--- config.mk ---
export PLATFORM = sky130hd
export DESIGN_NAME = gbuf_b_sched_flat
export DESIGN_NICKNAME = d
export VERILOG_FILES = /design/src/rtl/gbuf_b_sched_if.sv /design/src/rtl/gbuf_b_sched.sv /design/src/flat_wrapper.sv
export SDC_FILE = /design/constraint.sdc
export NUM_CORES = 1
export LEC_CHECK = 0
export BUFFER_PORTS_ARGS = -buffer_cell sky130_fd_sc_hd__buf_4
export CAP_MARGIN = 20
export CELL_PAD_IN_SITES_DETAIL_PLACEMENT = 2
export CELL_PAD_IN_SITES_GLOBAL_PLACEMENT = 2
export CORE_MARGIN = 2
export CORE_UTILIZATION = 34
export CTS_BUF_LIST = sky130_fd_sc_hd__clkbuf_4
export DETAILED_ROUTE_END_ITERATION = 8
export PLACE_DENSITY_LB_ADDON = 0.1
export SETUP_SLACK_MARGIN = 0.3
export SYNTH_ARGS = -nofsm -noshare
export SYNTH_HDL_FRONTEND = slang
export SYNTH_SLANG_ARGS = --single-unit
--- constraint.sdc ---
create_clock -name clk -period 6.2 [get_ports clk]
set_input_delay 0.93 -clock clk [delete_from_list [all_inputs] [get_ports clk]]
set_output_delay 0.93 -clock clk [all_outputs]
set_load 0.05 [all_outputs]
--- src/rtl/gbuf_b_sched_if.sv ---
// rtl/gbuf_b_sched_if.sv - host write stream, buffer port and read-tag bundle for gbuf_b_sched
interface gbuf_b_sched_if #(
    parameter int ADDR_BITS = 16,
    parameter int DATA_BITS = 32
);
    logic                 wr_valid;
    logic                 wr_ready;
    logic [DATA_BITS-1:0] wr_data;
    logic                 buf_wr_en;
    logic [ADDR_BITS-1:0] buf_index;
    logic [DATA_BITS-1:0] buf_data_in;
    logic [2:0]           buf_buf_idx;
    logic                 buf_out;
    logic [ADDR_BITS-1:0] buf_index_out;
    logic [2:0]           buf_buf_idx_out;
    logic                 rd_valid;
    logic [2:0]           rd_bank;
    logic [ADDR_BITS-1:0] rd_row;

    // host / buffer / consumer side
    modport master (
        output wr_valid, wr_data,
        input  wr_ready, buf_wr_en, buf_index, buf_data_in, buf_buf_idx,
        input  buf_out, buf_index_out, buf_buf_idx_out, rd_valid, rd_bank, rd_row
    );

    // sequencer side
    modport slave (
        input  wr_valid, wr_data,
        output wr_ready, buf_wr_en, buf_index, buf_data_in, buf_buf_idx,
        output buf_out, buf_index_out, buf_buf_idx_out, rd_valid, rd_bank, rd_row
    );
endinterface

--- src/rtl/gbuf_b_sched.sv ---
// rtl/gbuf_b_sched.sv - banked B-operand buffer load/stream sequencer; GBUF_B_SCHED_DBLBUF_EN enables ping-pong halves
module gbuf_b_sched #(
    parameter int ADDR_BITS = 16,
    parameter int DATA_BITS = 32,
    parameter int NBANK     = 8,
    parameter int DEPTH     = 2048
) (
    input  logic                 clk,
    input  logic                 rst,
    input  logic                 ld_start,
    input  logic [ADDR_BITS-1:0] ld_words,
    input  logic                 st_start,
    input  logic [ADDR_BITS-1:0] st_rows,
    input  logic                 st_stall,
    output logic                 ld_done,
    output logic                 st_done,
    output logic                 busy,
    gbuf_b_sched_if.slave        bus
);
    // bit 0 = load active, bit 1 = stream active; both may be set only with ping-pong halves
    localparam logic [1:0] IDLE   = 2'b00;
    localparam logic [1:0] LOAD   = 2'b01;
    localparam logic [1:0] STREAM = 2'b10;

`ifdef GBUF_B_SCHED_DBLBUF_EN
    localparam int REGION = DEPTH / 2;
`else
    localparam int REGION = DEPTH;
`endif
    localparam logic [ADDR_BITS-1:0] IDX_LAST  = ADDR_BITS'(REGION - 1);
    localparam logic [2:0]           LAST_BANK = 3'(NBANK - 1);

    logic [1:0]           state_q, state_d;
    logic [ADDR_BITS-1:0] ld_total_q, ld_total_d, ld_cnt_q, ld_cnt_d, ld_idx_q, ld_idx_d;
    logic [2:0]           ld_bank_q, ld_bank_d;
    logic [ADDR_BITS-1:0] st_rows_q, st_rows_d, st_row_q, st_row_d, st_idx_q, st_idx_d;
    logic [2:0]           st_bank_q, st_bank_d;
    logic                 ld_done_q, ld_done_d, st_done_q, st_done_d;
    logic                 rd_valid_q, rd_valid_d;
    logic [2:0]           rd_bank_q, rd_bank_d;
    logic [ADDR_BITS-1:0] rd_row_q, rd_row_d;
    logic [ADDR_BITS-1:0] ld_base, st_base;
    logic                 ld_busy, st_busy, ld_go, st_go, wr_fire, st_issue;

`ifdef GBUF_B_SCHED_DBLBUF_EN
    logic sel_q, sel_d;
    assign ld_base = sel_q ? '0 : ADDR_BITS'(DEPTH / 2);
    assign st_base = sel_q ? ADDR_BITS'(DEPTH / 2) : '0;
`else
    assign ld_base = '0;
    assign st_base = '0;
`endif

    assign ld_busy  = state_q[0];
    assign st_busy  = state_q[1];
    assign wr_fire  = bus.wr_valid & ld_busy;
    assign st_issue = st_busy & ~st_stall;

    // start arbitration: ld_start wins a tie; stream only starts with the loader idle
`ifdef GBUF_B_SCHED_DBLBUF_EN
    assign ld_go = ld_start & ~ld_busy;
    assign st_go = st_start & ~ld_start & ~ld_busy & ~st_busy;
`else
    assign ld_go = ld_start & (state_q == IDLE);
    assign st_go = st_start & ~ld_start & (state_q == IDLE);
`endif

    // next-state for the load scatter and the stream gather counters
    always_comb begin
        state_d    = state_q;
        ld_total_d = ld_total_q;
        ld_cnt_d   = ld_cnt_q;
        ld_idx_d   = ld_idx_q;
        ld_bank_d  = ld_bank_q;
        st_rows_d  = st_rows_q;
        st_row_d   = st_row_q;
        st_idx_d   = st_idx_q;
        st_bank_d  = st_bank_q;
        ld_done_d  = 1'b0;
        st_done_d  = 1'b0;
        rd_valid_d = st_issue;
        rd_bank_d  = st_bank_q;
        rd_row_d   = st_row_q;
`ifdef GBUF_B_SCHED_DBLBUF_EN
        sel_d      = sel_q;
`endif
        if (ld_go) begin
            ld_total_d = ld_words;
            ld_cnt_d   = '0;
            ld_idx_d   = '0;
            ld_bank_d  = '0;
            if (ld_words == '0) ld_done_d  = 1'b1;
            else                state_d[0] = 1'b1;
        end else if (wr_fire) begin
            if (ld_cnt_q == ld_total_q - ADDR_BITS'(1)) begin
                state_d[0] = 1'b0;
                ld_done_d  = 1'b1;
            end else begin
                ld_cnt_d = ld_cnt_q + ADDR_BITS'(1);
                if (ld_bank_q == LAST_BANK) begin
                    ld_bank_d = '0;
                    ld_idx_d  = (ld_idx_q == IDX_LAST) ? '0 : ld_idx_q + ADDR_BITS'(1);
                end else begin
                    ld_bank_d = ld_bank_q + 3'd1;
                end
            end
        end

        if (st_go) begin
            st_rows_d = st_rows;
            st_row_d  = '0;
            st_idx_d  = '0;
            st_bank_d = '0;
`ifdef GBUF_B_SCHED_DBLBUF_EN
            sel_d     = ~sel_q;
`endif
            if (st_rows == '0) st_done_d  = 1'b1;
            else               state_d[1] = 1'b1;
        end else if (st_issue) begin
            if (st_bank_q == LAST_BANK) begin
                st_bank_d = '0;
                if (st_row_q == st_rows_q - ADDR_BITS'(1)) begin
                    state_d[1] = 1'b0;
                    st_done_d  = 1'b1;
                end else begin
                    st_row_d = st_row_q + ADDR_BITS'(1);
                    st_idx_d = (st_idx_q == IDX_LAST) ? '0 : st_idx_q + ADDR_BITS'(1);
                end
            end else begin
                st_bank_d = st_bank_q + 3'd1;
            end
        end
    end

    // controller registers; reset clears everything including an in-flight rd_valid
    always_ff @(posedge clk) begin
        if (rst) begin
            state_q    <= IDLE;
            ld_total_q <= '0;
            ld_cnt_q   <= '0;
            ld_idx_q   <= '0;
            ld_bank_q  <= '0;
            st_rows_q  <= '0;
            st_row_q   <= '0;
            st_idx_q   <= '0;
            st_bank_q  <= '0;
            ld_done_q  <= 1'b0;
            st_done_q  <= 1'b0;
            rd_valid_q <= 1'b0;
            rd_bank_q  <= '0;
            rd_row_q   <= '0;
`ifdef GBUF_B_SCHED_DBLBUF_EN
            sel_q      <= 1'b0;
`endif
        end else begin
            state_q    <= state_d;
            ld_total_q <= ld_total_d;
            ld_cnt_q   <= ld_cnt_d;
            ld_idx_q   <= ld_idx_d;
            ld_bank_q  <= ld_bank_d;
            st_rows_q  <= st_rows_d;
            st_row_q   <= st_row_d;
            st_idx_q   <= st_idx_d;
            st_bank_q  <= st_bank_d;
            ld_done_q  <= ld_done_d;
            st_done_q  <= st_done_d;
            rd_valid_q <= rd_valid_d;
            rd_bank_q  <= rd_bank_d;
            rd_row_q   <= rd_row_d;
`ifdef GBUF_B_SCHED_DBLBUF_EN
            sel_q      <= sel_d;
`endif
        end
    end

    // buffer-facing addresses are forced to 0 while their side is idle
    assign bus.wr_ready        = ld_busy;
    assign bus.buf_wr_en       = wr_fire;
    assign bus.buf_data_in     = bus.wr_data;
    assign bus.buf_index       = ld_busy ? ld_base + ld_idx_q : '0;
    assign bus.buf_buf_idx     = ld_busy ? ld_bank_q : 3'd0;
    assign bus.buf_out         = st_issue;
    assign bus.buf_index_out   = st_busy ? st_base + st_idx_q : '0;
    assign bus.buf_buf_idx_out = st_busy ? st_bank_q : 3'd0;
    assign bus.rd_valid        = rd_valid_q;
    assign bus.rd_bank         = rd_bank_q;
    assign bus.rd_row          = rd_row_q;
    assign ld_done             = ld_done_q;
    assign st_done             = st_done_q;
    assign busy                = (state_q != IDLE);
endmodule
--- src/flat_wrapper.sv ---
// flat-port wrapper written by rule: the top's interface ports become plain ports
module gbuf_b_sched_flat 
#(
    parameter int ADDR_BITS = 16,
    parameter int DATA_BITS = 32,
    parameter int NBANK     = 8,
    parameter int DEPTH     = 2048
)
  (clk, rst, ld_start, ld_words, st_start, st_rows, st_stall, ld_done, st_done, busy, bus_wr_valid, bus_wr_data, bus_wr_ready, bus_buf_wr_en, bus_buf_index, bus_buf_data_in, bus_buf_buf_idx, bus_buf_out, bus_buf_index_out, bus_buf_buf_idx_out, bus_rd_valid, bus_rd_bank, bus_rd_row);
  gbuf_b_sched_if #(.ADDR_BITS(ADDR_BITS), .DATA_BITS(DATA_BITS)) bus_i ();
  input  logic clk;
  input  logic rst;
  input  logic ld_start;
  input  logic [ADDR_BITS-1:0] ld_words;
  input  logic st_start;
  input  logic [ADDR_BITS-1:0] st_rows;
  input  logic st_stall;
  output logic ld_done;
  output logic st_done;
  output logic busy;
  input wire logic [$bits(bus_i.wr_valid)-1:0] bus_wr_valid;
  input wire logic [$bits(bus_i.wr_data)-1:0] bus_wr_data;
  output wire logic [$bits(bus_i.wr_ready)-1:0] bus_wr_ready;
  output wire logic [$bits(bus_i.buf_wr_en)-1:0] bus_buf_wr_en;
  output wire logic [$bits(bus_i.buf_index)-1:0] bus_buf_index;
  output wire logic [$bits(bus_i.buf_data_in)-1:0] bus_buf_data_in;
  output wire logic [$bits(bus_i.buf_buf_idx)-1:0] bus_buf_buf_idx;
  output wire logic [$bits(bus_i.buf_out)-1:0] bus_buf_out;
  output wire logic [$bits(bus_i.buf_index_out)-1:0] bus_buf_index_out;
  output wire logic [$bits(bus_i.buf_buf_idx_out)-1:0] bus_buf_buf_idx_out;
  output wire logic [$bits(bus_i.rd_valid)-1:0] bus_rd_valid;
  output wire logic [$bits(bus_i.rd_bank)-1:0] bus_rd_bank;
  output wire logic [$bits(bus_i.rd_row)-1:0] bus_rd_row;
  assign bus_i.wr_valid = bus_wr_valid;
  assign bus_i.wr_data = bus_wr_data;
  assign bus_wr_ready = bus_i.wr_ready;
  assign bus_buf_wr_en = bus_i.buf_wr_en;
  assign bus_buf_index = bus_i.buf_index;
  assign bus_buf_data_in = bus_i.buf_data_in;
  assign bus_buf_buf_idx = bus_i.buf_buf_idx;
  assign bus_buf_out = bus_i.buf_out;
  assign bus_buf_index_out = bus_i.buf_index_out;
  assign bus_buf_buf_idx_out = bus_i.buf_buf_idx_out;
  assign bus_rd_valid = bus_i.rd_valid;
  assign bus_rd_bank = bus_i.rd_bank;
  assign bus_rd_row = bus_i.rd_row;
  gbuf_b_sched #(.ADDR_BITS(ADDR_BITS), .DATA_BITS(DATA_BITS), .NBANK(NBANK), .DEPTH(DEPTH)) u_core (.clk(clk), .rst(rst), .ld_start(ld_start), .ld_words(ld_words), .st_start(st_start), .st_rows(st_rows), .st_stall(st_stall), .ld_done(ld_done), .st_done(st_done), .busy(busy), .bus(bus_i));
endmodule
After elaboration in Yosys (flattened, before gate mapping)
Index checks and enable logic that the tools add are counted.

storage, ports and cells
  input port bits = 70
  output and inout bits = 96
  bits in registers = 126

cells by class
  multiplexer cells = 26
  bitwise gates (word level) = 9
  reduce and logical (&&, ||, !) cells = 16
  equality and inequality tests = 8
  add/subtract/negate cells = 8

operators by type and width
  cell                                                   count
  adder 16 x 1 -> 16 bit, second input constant          4
  2-to-1 mux 16 bit                                      4
  equality test 16 x 11 -> 1 bit, second input constant  2
  equality test 16 bit                                   2
  zero test 16 bit                                       2
  subtractor 16 x 1 -> 16 bit, second input constant     2
  2-to-1 mux 1 bit                                       18
  2-to-1 mux 3 bit                                       4
  nonzero test 2 bit                                     6
  AND reduction 3 bit                                    3
  adder 3 x 1 -> 3 bit, second input constant            2
  equality test 3 bit, second input constant             2
  bitwise AND 1 bit                                      5
  != test 2 bit, second input constant                   2
  NOT 1 bit                                              4
  AND reduction 4 bit                                    1
  OR reduction 2 bit                                     2
  zero test 2 bit                                        1
  AND reduction 2 bit                                    1

Depth between registers and ports, before layout
  depth in word-level cells = 6
  mapped depth = 13

Worst setup path before layout
No wires, ideal clock.

  kind = register to register
  start point = register u_core.st_rows_q[0]
  end point = register u_core.st_idx_q[1]
  slack = 3.236 ns
  library setup time = 0.066 ns
  required time = 6.134 ns
  data arrival time = 2.898 ns
  clock period less this slack = 2.964 ns
  path buffers = 4
  stages on the path, launching flop included = 14
  cell sequence = dfxtp_1 -> inv_1 -> ha_1 -> or3b_2 -> clkbuf_1 -> or4_1 -> a211o_1 -> a221oi_2 -> and4_1 -> buf_4 -> buf_6 -> buf_6 -> o21ai_0 -> a21oi_2

on the way
  word-level cells in the longest chain between the ends = 4

RTL lines
  what                           line                 text
  start: declaration             gbuf_b_sched.sv:36   logic [ADDR_BITS-1:0] st_rows_q, st_rows_d, st_row_q, st_row_d, st_idx_q, st_idx_d;
  start signal: assignment       gbuf_b_sched.sv:161  st_rows_q <= st_rows_d;
  subtractor 16 x 1 -> 16 bit    gbuf_b_sched.sv:122  if (st_row_q == st_rows_q - ADDR_BITS'(1)) begin
  equality test 16 bit           gbuf_b_sched.sv:122
  NOT 1 bit (no line)            --
  AND reduction 3 bit (no line)  --
  end signal: assignment         gbuf_b_sched.sv:163  st_idx_q <= st_idx_d;
  end: declaration               gbuf_b_sched.sv:36

Every way passes these cells.
A chain may end at the register's enable or synchronous reset.

Worst setup path in the final report
  start point = register u_core.st_rows_q[0]
  end point = register u_core.st_idx_q[15]

The elaborated chain is that of the path after synthesis.

==> impl_results.md <==
* Final std cells w/o fill at roughly 1200
* # IOs at approximately 170
* CTS root buf: clkbuf_4
* Period minus WS final at 3.98 ns
* CP endpoint kind: flip-flop
* Worst-path maximum fanout at 40
* Final ANT Viol Nets at 0
* Clock Tree Buf Depth at 2
* Num Clock Sinks at 126
* PD cells at around 220 nW/um^2
* Area Growth Syn to Fin at 13.7%
* Fillers at approximately 2400
* Relative slew slack at 0.318
* First-pass detailed-route iteration total at 4
* Post-Syn Instances at 885
* Synth Area in Compound Gates at 0.173
* Final Cycle Share at 0.642
* Die area at 21900 um^2
* Worst Path Arrival at 4.46 ns
* Pre-CTS setup slack at about 2.2 ns
* Asr flop ratio synth at 0
* Grt total ovfl at 0
* Slew Viols, Final at 0
* Lkg Pwr at 2.92 nW
* Pin count of the biggest net entering global routing at 64
* CTS Hold Bufs at 0
* Crit Path Category: flip-flop to flip-flop
* Outcome: finished clean
* CTS tree: yes
* Synthesis Warnings at 0
* Hold Crit Class: flip-flop to flip-flop
* Final Hold Fails at 0
* Fin nets at 1006
* Syn_area_per_cell at 7.97 um^2
* Final instance area at ~8000 um^2
* Layout Skew at 0.0213 ns
* Post-synthesis cell area at between 7000 and 8000 um^2
* Unrepaired setup endpoints after global routing: no
* Core Rows at 52
* Syn nets at 965
* Critical Path RT at 6.68 ns
* Clock transition at path regs at 0.12 ns
* Vias in the first global route at 7476
* Unique cell type count in the Yosys netlist at 55
* Final TNS setup at 0 ns
* TritonCTS Buffers at 17
* Dpl cells at around 1200
* DP Area at a little under 8000 um^2
* Core area at 20300 um^2
* First-pass GRT wire length at 38300 um
* Die width at approximately 150 um
* Routed vias at 6783
* Post-Synth Simple-Gate Area at 0.311
* Max-cap violations at 0
* H-tree Lvls at 4
* Detailed Place HPWL at 16700 um
* Avg WL per Cell at 19.3 um
* # resized after CTS at 0
* F_max at 251 MHz
* Synth Area in XOR/XNOR at 0.0509
* Sequential area share after synthesis at 0.358
* Die height at 148 um
* Top_reg_cell synth: dfxtp_1
* Number of synthesized flops with an enable pin at 0
* Post-CTS Setup Inserts at 0
* Final worst slack at ~2.2 ns
* Adder-cell share of the synthesized area at 0.0177
* Global-route usage over all layers at 0.216
* Number of remaining DRC errors at 0
* Initial antenna violation count at 0
* FF+latch count, synth at around 130
* Max IR drop VDD at a little under 0.1 mV
* Post-synthesis mux area share at 0.00887
* Final core utilization at 0.395
* Vias/cell at ~5.6
* Drt total wl at roughly 23000 um
* Worst slew pin tran at 1.02 ns
* Final setup fails at 0
* PortBufs at about 100
* Startpoint types: flip-flop
* Initial core utilization at 0.348
* GPL Wtd Cong at 0.798
* Clk_lat worst skew at 0.55 ns
* Share of cells above drive strength 1 at 0.175
* Largest family of logic cells by synthesized area: simple AND/OR/NAND/NOR gates
* Drt initial violations at 253
* # diodes at 0
## metal layers
layer,share of wire,vias to the layer above,GRT usage,wire length [um]
met2,0.54,87,0.414,12700
met3,0.024,45,0.0386,560
li1,-,3229,-,-
met4,0.019,0,0.0610,446
met5,0,-,0,0
met1,0.41,3422,0.241,9650
## per-stage QoR
step | hold WS, ns | power, mW
after floorplan | 0.444 | 1.08
after global placement | 0.457 | 1.10
after detailed placement | 0.486 | 1.11
after CTS | 0.502 | 1.78
after global routing | 0.520 | 1.85
final | 0.493 | 1.76
## sequential cells by signal, summed over array words and instances, names as in the netlist
register / flops
u_core.rd_bank_d: 3
u_core.state_q: 2
u_core.bus.rd_bank: 3
u_core.ld_bank_q: 3
u_core.st_rows_q: 16
u_core.rd_row_d: 16
u_core.bus.rd_valid: 1
u_core.st_idx_q: 16
u_core.st_done: 1
u_core.ld_total_q: 16
u_core.bus.rd_row: 16
u_core.ld_cnt_q: 16
u_core.ld_done: 1
u_core.ld_idx_q: 16
## cells in the mapped netlist, types with 3 or more instances
master | instances | area (um^2)
nor3b_1 | 3 | 22.5
or4_1 | 36 | 270
buf_6 | 8 | 90.1
nand3_1 | 31 | 155
a21oi_1 | 87 | 435
a21oi_2 | 10 | 87.6
o31ai_1 | 29 | 218
xnor2_1 | 26 | 228
or3_1 | 27 | 169
buf_2 | 5 | 25.0
ha_1 | 10 | 125
nor3_1 | 19 | 95.1
buf_4 | 33 | 248
nand2_1 | 117 | 439
o21ai_0 | 29 | 145
or2_2 | 5 | 31.3
inv_1 | 16 | 60.1
nand4b_1 | 4 | 35.0
and4_1 | 7 | 61.3
and2_1 | 47 | 294
nand4_1 | 20 | 125
nor2_1 | 29 | 109
nand2b_1 | 5 | 31.3
nor4_1 | 18 | 113
xor2_1 | 15 | 131
mux2i_1 | 4 | 40.0
dfxtp_1 | 126 | 2520
a31o_2 | 3 | 26.3
nor2b_1 | 21 | 131
clkbuf_1 | 36 | 135
and3_1 | 9 | 56.3
o21a_1 | 3 | 22.5
buf_1 | 3 | 11.3
a211oi_1 | 5 | 37.5
o211ai_1 | 7 | 52.6
o21ai_1 | 4 | 20.0
## where the power goes
part | total (mW) | switching [mW] | internal [mW] | leakage (nW)
Clock | 0.659 | 0.335 | 0.324 | 0.165
Sequential | 0.851 | 0.0266 | 0.824 | 1.02
Combinational | 0.245 | 0.156 | 0.0892 | 1.74
Total | 1.76 | 0.518 | 1.24 | 2.92
## cells in the final DEF, fill, tap and decap left out, types with 7 or more instances in the layout
cell and instances:
dfxtp_1 126, nand2_1 117, buf_4 106, a21oi_1 87, and2_1 47, or4_1 36, nand3_1 31, o21ai_0 29
nor2_1 29, o31ai_1 28, or3_1 27, xnor2_1 26, nor2b_1 21, nand4_1 20, clkbuf_4 20, nor3_1 19
nor4_1 18, inv_1 16, xor2_1 15, a21oi_2 10, ha_1 10, and3_1 9, and4_1 7, o211ai_1 7
## critical path, stage by stage, from the launching register on
cell and delay [ns]:
dfxtp_1 0.38, inv_1 0.08, ha_1 0.19, or3b_2 0.57
or4_1 0.50, a211o_1 0.28, a221oi_2 0.26, and4_1 0.70
buf_4 0.47, o31ai_2 0.10, buf_4 0.22, a21oi_1 0.15
## cells by family (layout without fill, tap and decap cells)
kind of cell	after synthesis	count (layout)
multiplexers	6	6
XOR/XNOR	41	41
adder cells (fa/ha/maj)	10	10
AO/OA/AOI/OAI	197	197
AND/OR/NAND/NOR	404	404
buffers and inverters	101	155
flip-flops	126	126
## cell type report
class	instances	area, um^2	area share
Multi-Input combinational cell	658	3980	0.497
Sequential cell	126	2520	0.315
Timing Repair Buffer	107	803	0.100
Tap cell	270	338	0.0421
Clock inverter	13	170	0.0212
Clock buffer	19	143	0.0178
Inverter	16	60.1	0.00749
## worst paths after layout
check | depth (start not counted) | slack (ns) | endpoint | startpoint
setup / recovery | 11 | 2.22 | u_core.st_idx_q[15]$_SDFFE_PP0P_ | u_core.st_rows_q[0]$_SDFFE_PP0P_
setup reg to reg | 11 | 2.22 | u_core.st_idx_q[15]$_SDFFE_PP0P_ | u_core.st_rows_q[0]$_SDFFE_PP0P_
hold reg to reg | 2 | 0.49 | u_core.ld_bank_q[2]$_SDFFE_PP0P_ | u_core.ld_bank_q[2]$_SDFFE_PP0P_
hold / removal | 2 | 0.49 | u_core.ld_bank_q[2]$_SDFFE_PP0P_ | u_core.ld_bank_q[2]$_SDFFE_PP0P_
Note: power is estimated with default switching activity, not from simulation.
